$ cat config.mk
export PLATFORM = sky130hd
export DESIGN_NAME = ramp_monitor
export DESIGN_NICKNAME = d
export VERILOG_FILES = /design/src/rtl/blinker_pkg.sv /design/src/rtl/stable_filter.sv /design/src/rtl/ramp_monitor.sv
export SDC_FILE = /design/constraint.sdc
export NUM_CORES = 1
export LEC_CHECK = 0
export CORE_MARGIN = 10
export CORE_UTILIZATION = 45
export CTS_BUF_LIST = sky130_fd_sc_hd__clkbuf_4 sky130_fd_sc_hd__clkbuf_8 sky130_fd_sc_hd__clkbuf_16
export CTS_CLUSTER_DIAMETER = 200
export DETAILED_ROUTE_END_ITERATION = 10
export PLACE_DENSITY_LB_ADDON = 0.05
export SKIP_LAST_GASP = 1
export SLEW_MARGIN = 25
export SYNTH_ARGS = -nofsm -noshare
export SYNTH_HDL_FRONTEND = slang
export SYNTH_HIERARCHICAL = 1
export SYNTH_SLANG_ARGS = --single-unit
$ cat constraint.sdc
create_clock -name clk -period 3.75 [get_ports clk]
set_clock_uncertainty 0.15 [all_clocks]
set_input_delay 0.9375 -clock clk [delete_from_list [all_inputs] [get_ports clk]]
set_output_delay 0.9375 -clock clk [all_outputs]
set_load 0.005 [all_outputs]
$ cat src/rtl/blinker_pkg.sv
// Shared types and helpers for the LED-pattern ramp monitor.
// Holds the tracker FSM state encoding and the thermometer-code decoder.
package blinker_pkg;

    localparam int unsigned THERM_MAX_WIDTH = 32;
    localparam int unsigned THERM_LEVEL_W   = 6;

    typedef enum logic {
        WAIT_FIRST = 1'b0,
        TRACK      = 1'b1
    } state_t;

    typedef struct packed {
        logic                     valid;
        logic [THERM_LEVEL_W-1:0] level;
    } therm_t;

    // A valid thermometer code is a contiguous run of ones starting at bit 0,
    // which is exactly when code & (code + 1) has no bits set.
    function automatic therm_t therm_decode(input logic [THERM_MAX_WIDTH-1:0] code);
        therm_t                     r;
        logic [THERM_MAX_WIDTH-1:0] plus1;
        plus1   = code + THERM_MAX_WIDTH'(1);
        r.valid = ((code & plus1) == '0);
        r.level = '0;
        for (int unsigned i = 0; i < THERM_MAX_WIDTH; i++) begin
            r.level = r.level + THERM_LEVEL_W'(code[i]);
        end
        return r;
    endfunction

endpackage

$ cat src/rtl/stable_filter.sv
// Two-flop synchronizer followed by a run-length stability filter.
// new_stable strobes combinationally on the edge where the run reaches STABLE_CYCLES.
module stable_filter
    import blinker_pkg::*;
#(
    parameter int unsigned WIDTH         = 4,
    parameter int unsigned STABLE_CYCLES = 4
) (
    input  logic             clk,
    input  logic             rst,
    input  logic [WIDTH-1:0] in,
    output logic [WIDTH-1:0] stable_value,
    output logic             new_stable
);

    localparam int unsigned     RW      = (STABLE_CYCLES < 1) ? 1 : $clog2(STABLE_CYCLES + 1);
    localparam logic [RW-1:0]   RUN_MAX = RW'(STABLE_CYCLES);

    logic [WIDTH-1:0] sync1;
    logic [WIDTH-1:0] sync2;
    logic [WIDTH-1:0] candidate;
    logic [RW-1:0]    run;
    logic [RW-1:0]    run_next;
    logic             differs;

    always_comb begin
        differs = (sync2 != candidate);
        if (differs) begin
            run_next = RW'(1);
        end else if (run == RUN_MAX) begin
            run_next = RUN_MAX;
        end else begin
            run_next = run + RW'(1);
        end
    end

    // A saturated run with an unchanged sample has already been reported once.
    assign new_stable   = (run_next == RUN_MAX) && ((run != RUN_MAX) || differs);
    assign stable_value = sync2;

    always_ff @(posedge clk or posedge rst) begin
        if (rst) begin
            sync1     <= '0;
            sync2     <= '0;
            candidate <= '0;
            run       <= '0;
        end else begin
            sync1     <= in;
            sync2     <= sync1;
            candidate <= sync2;
            run       <= run_next;
        end
    end

endmodule

$ cat src/rtl/ramp_monitor.sv
// Tracks a thermometer-coded LED ramp: decodes stable levels, reports single steps,
// direction reversals and a sticky error for invalid codes or multi-level jumps.
module ramp_monitor
    import blinker_pkg::*;
#(
    parameter int unsigned WIDTH            = 4,
    parameter int unsigned STABLE_CYCLES    = 4,
    parameter int unsigned STEP_COUNT_WIDTH = 16
) (
    input  logic                          clk,
    input  logic                          rst,
    input  logic [WIDTH-1:0]              in,
    output logic [$clog2(WIDTH+1)-1:0]    level,
    output logic                          level_valid,
    output logic                          dir_up,
    output logic                          step_pulse,
    output logic                          reverse_pulse,
    output logic                          err,
    output logic [STEP_COUNT_WIDTH-1:0]   step_count
);

    localparam int unsigned LW = $clog2(WIDTH + 1);

    logic [WIDTH-1:0] stable_value;
    logic             new_stable;
    therm_t           dec;
    logic [LW-1:0]    new_level;
    logic             step_up;
    logic             step_dn;
    logic             have_step;
    state_t           state;

    stable_filter #(
        .WIDTH         (WIDTH),
        .STABLE_CYCLES (STABLE_CYCLES)
    ) u_filter (
        .clk          (clk),
        .rst          (rst),
        .in           (in),
        .stable_value (stable_value),
        .new_stable   (new_stable)
    );

    always_comb begin
        dec       = therm_decode(THERM_MAX_WIDTH'(stable_value));
        new_level = LW'(dec.level);
        step_up   = ({1'b0, new_level} == ({1'b0, level} + {{LW{1'b0}}, 1'b1}));
        step_dn   = ({1'b0, level} == ({1'b0, new_level} + {{LW{1'b0}}, 1'b1}));
    end

    always_ff @(posedge clk or posedge rst) begin
        if (rst) begin
            state         <= WAIT_FIRST;
            level         <= '0;
            level_valid   <= 1'b0;
            dir_up        <= 1'b0;
            step_pulse    <= 1'b0;
            reverse_pulse <= 1'b0;
            err           <= 1'b0;
            step_count    <= '0;
            have_step     <= 1'b0;
        end else begin
            step_pulse    <= 1'b0;
            reverse_pulse <= 1'b0;
            if (new_stable) begin
                if (!dec.valid) begin
                    err <= 1'b1;
                end else begin
                    case (state)
                        WAIT_FIRST: begin
                            level       <= new_level;
                            level_valid <= 1'b1;
                            state       <= TRACK;
                        end
                        TRACK: begin
                            if (step_up || step_dn) begin
                                level      <= new_level;
                                dir_up     <= step_up;
                                step_pulse <= 1'b1;
                                step_count <= step_count + STEP_COUNT_WIDTH'(1);
                                have_step  <= 1'b1;
                                // dir_up is only meaningful once a step has set it
                                if (have_step && (step_up != dir_up)) begin
                                    reverse_pulse <= 1'b1;
                                end
                            end else if (new_level != level) begin
                                err   <= 1'b1;
                                level <= new_level;
                            end
                        end
                        default: state <= WAIT_FIRST;
                    endcase
                end
            end
        end
    end

endmodule

==> results of run 1 <==
-- per-stage QoR --
step	setup slack [ps]	hold WS (ps)	util, %	power (mW)	instances
2_1_floorplan	833	181	-	0.551	158
3_3_place_gp	650	185	55.3	0.564	233
3_5_place_dp	577	186	55.3	0.568	233
4_1_cts	546	203	57.4	0.851	241
5_1_grt	395	210	57.4	0.889	241
6_report	558	201	57.4	0.839	241
-- final cells by class --
cell class	instances	share of cell area (%)
Multi-Input combinational cell	103	36.0
Tap cell	50	2.67
Inverter	10	1.60
Timing Repair Buffer	29	12.4
Clock buffer	6	3.25
Sequential cell	41	43.7
Clock inverter	2	0.426
-- worst max-delay path: stages (launching register included) --
cell and delay (ps):
dfrtp_1 460, fa_1 510, ha_1 240, ha_1 250, xnor2_2 230, xnor2_1 150
o31ai_4 620, nand2_4 150, mux2_4 330
-- worst paths after layout --
kind	from	to	slack, ps	cells after the start
worst max-delay path	u_filter/stable_value[0]	step_count[1]	560	8
worst min-delay path	u_filter/sync1[3]	u_filter/stable_value[3]	200	0
worst max register to register	u_filter/stable_value[0]	step_count[1]	560	8
worst min register to register	u_filter/sync1[3]	u_filter/stable_value[3]	200	0
max in group asynchronous	rst	u_filter/stable_value[2]	2190	2
min in group asynchronous	rst	step_count[4]	880	2
-- where the power goes --
part | total (mW) | leakage [nW] | switching, mW | internal (mW)
registers | 0.457 | 0.540 | 0.00682 | 0.450
clock network | 0.281 | 0.0484 | 0.145 | 0.136
logic | 0.101 | 0.494 | 0.0604 | 0.0403
-- routing by layer --
metal / GRT usage, % / vias to the layer above / routed length (um)
met5: 0 / - / 0
met4: 2.25 / 0 / 0
met3: 5.30 / 0 / 277
met2: 15.7 / 27 / 1600
met1: 12.0 / 580 / 1560
li1: - / 603 / -
-- layout by cell type (no fill, tap or decap), types with 2 or more instances in the layout --
| master | instances |
|---|---|
| nor2b_1 | 2 |
| xor2_1 | 7 |
| ha_1 | 8 |
| nor3_1 | 3 |
| nor2_1 | 2 |
| nand3_1 | 8 |
| fa_1 | 2 |
| clkinv_2 | 2 |
| mux2_2 | 3 |
| dfrtp_1 | 41 |
| nand3b_1 | 2 |
| and3_1 | 7 |
| a21oi_1 | 2 |
| nand4_1 | 7 |
| xnor2_1 | 19 |
| and2_1 | 6 |
| a21o_1 | 3 |
| clkbuf_8 | 5 |
| nand2_1 | 6 |
| clkdlybuf4s50_1 | 29 |
| inv_1 | 9 |
-- logic make-up after synthesis --
family          after synthesis
simple gates                 50
flops                        41
buf+inv                      14
fa+ha+maj                    10
compound gates               12
mux                           4
xor+xnor                     27
-- sequential cells by signal, indices dropped and copies added (netlist names), 3 cells and up --
name,count
level,3
step_count,16
u_filter/candidate,4
u_filter/run,3
u_filter/stable_value,4
u_filter/sync1,4
==> impl_results.md, run 1 <==
- Die height: 85.6 um
- # hold bufs at CTS: 0
- Setup TNS: 0 ps
- Max_cap viols: 0
- Die area: 7320 um^2
- RSZ-0062 raised after global routing: no
- Adder-cell share of the synthesized area: 7.24%
- LEAKAGE: 1.08 nW
- Min Clock Period, post-route: 3190 ps
- Part of the cycle the worst path needs: 85.1%
- DRT iter0 DRCs: 114
- Multiplexer share of the synthesized area: 2.52%
- Worst hold path type: reg -> reg
- Worst Setup Start Kind: flop
- P&R area growth vs syn: 21.3%
- Synthesized area: 1940 um^2
- Main combinational cell family by area after synthesis: simple AND/OR/NAND/NOR gates
- Die X: 85.6 um
- Nets: 206
- Yosys reg bits: 41
- Syn_nets: 174
- Total gr overflow: 0
- WP data required: 3770 ps
- F_max: 313 MHz
- Post-route ant nets: 0
- Number of flops mapped to enable cells by yosys: 0
- Number of placement rows: 23
- Synth area leaders: dfrtp_1, xnor2_1, ha_1
- Register area: 1030 um^2
- Via count: 1,210
- Setup bufs post-CTS: 0
- XOR/XNOR Fraction of Synth Area: 12.6%
- WL/cell: 14.2 um
- Ports: 30
- Library cells used by synthesis: 38
- Initial antenna violation count: 0
- CP Capture Type: flop
- First-pass GRT wire length: 6120 um
- Largest fanout on the critical path: 16
- Total of warnings raised by yosys: 6
- Clk Latency, worst-skew pair: 290 ps
- Post-synth top area share: 53.0%
- Relative slew slack: 55.6%
- Inserted Diodes: 0
- Mean Syn Cell Area: 12.3 um^2
- GP Congestion: 0.771
- Kind of critical path: reg -> reg
- Yosys top cell by area: dfrtp_1
- Top-count cell post-synth: dfrtp_1
- Initial Util: 47.4%
- Layout cells sized above 1: 11.0%
- Final WL: 3430 um
- Root buf cell: clkbuf_8
- CP arrival: 3220 ps
- Peak VDD IR: 261 uV
- Worst-Margin Slew: 666 ps
- Clock sink count: 41
- Mapped Cells: 158
- GR Util All Layers: 10.1%
- Vias per cell: 5.02
- Complex-gate fraction of the synthesized area: 5.43%
- Final Hold Fails: 0
- Cell Pwr Density: 357 nW/um^2
- Top FF cell, synth: dfrtp_1
- Final setup vio count: 0
- # resized after CTS: 0
- Vias in the first global route: 1,326
- Register area share after synthesis: 53.0%
- Status: completed
- # H-tree levels: 2
- # fillers: 349
- Max-slew violations: 0
- Largest net degree at the start of global routing: 27
- IO Port Bufs: 29
- Placed Area: 2260 um^2
- Core box area: 4090 um^2
- Most frequent cells after synthesis: dfrtp_1, xnor2_1, inv_1
- Post-Synth Simple-Gate Area: 15.8%
- Post-route DRC: 0
- Post-synth ARST share: 100%
- CTS buffer count: 5
- CTS tree: done
- Clock transition at path regs: 70 ps
- Post-route design area: 2350 um^2
- Drt pass-1 iters: 4
- Footprint of the multi-input gates: 845 um^2
- Clk buf depth: 2
- HPWL Detailed: 2590 um
(Power assumes the default switching activity.)
==> inputs of run 2 (changes only) <==
CTS_CLUSTER_SIZE = 16   (was not set)
==> results of run 2 <==
Same layout as run 1: the final DEF is identical, and so are final timing and power.
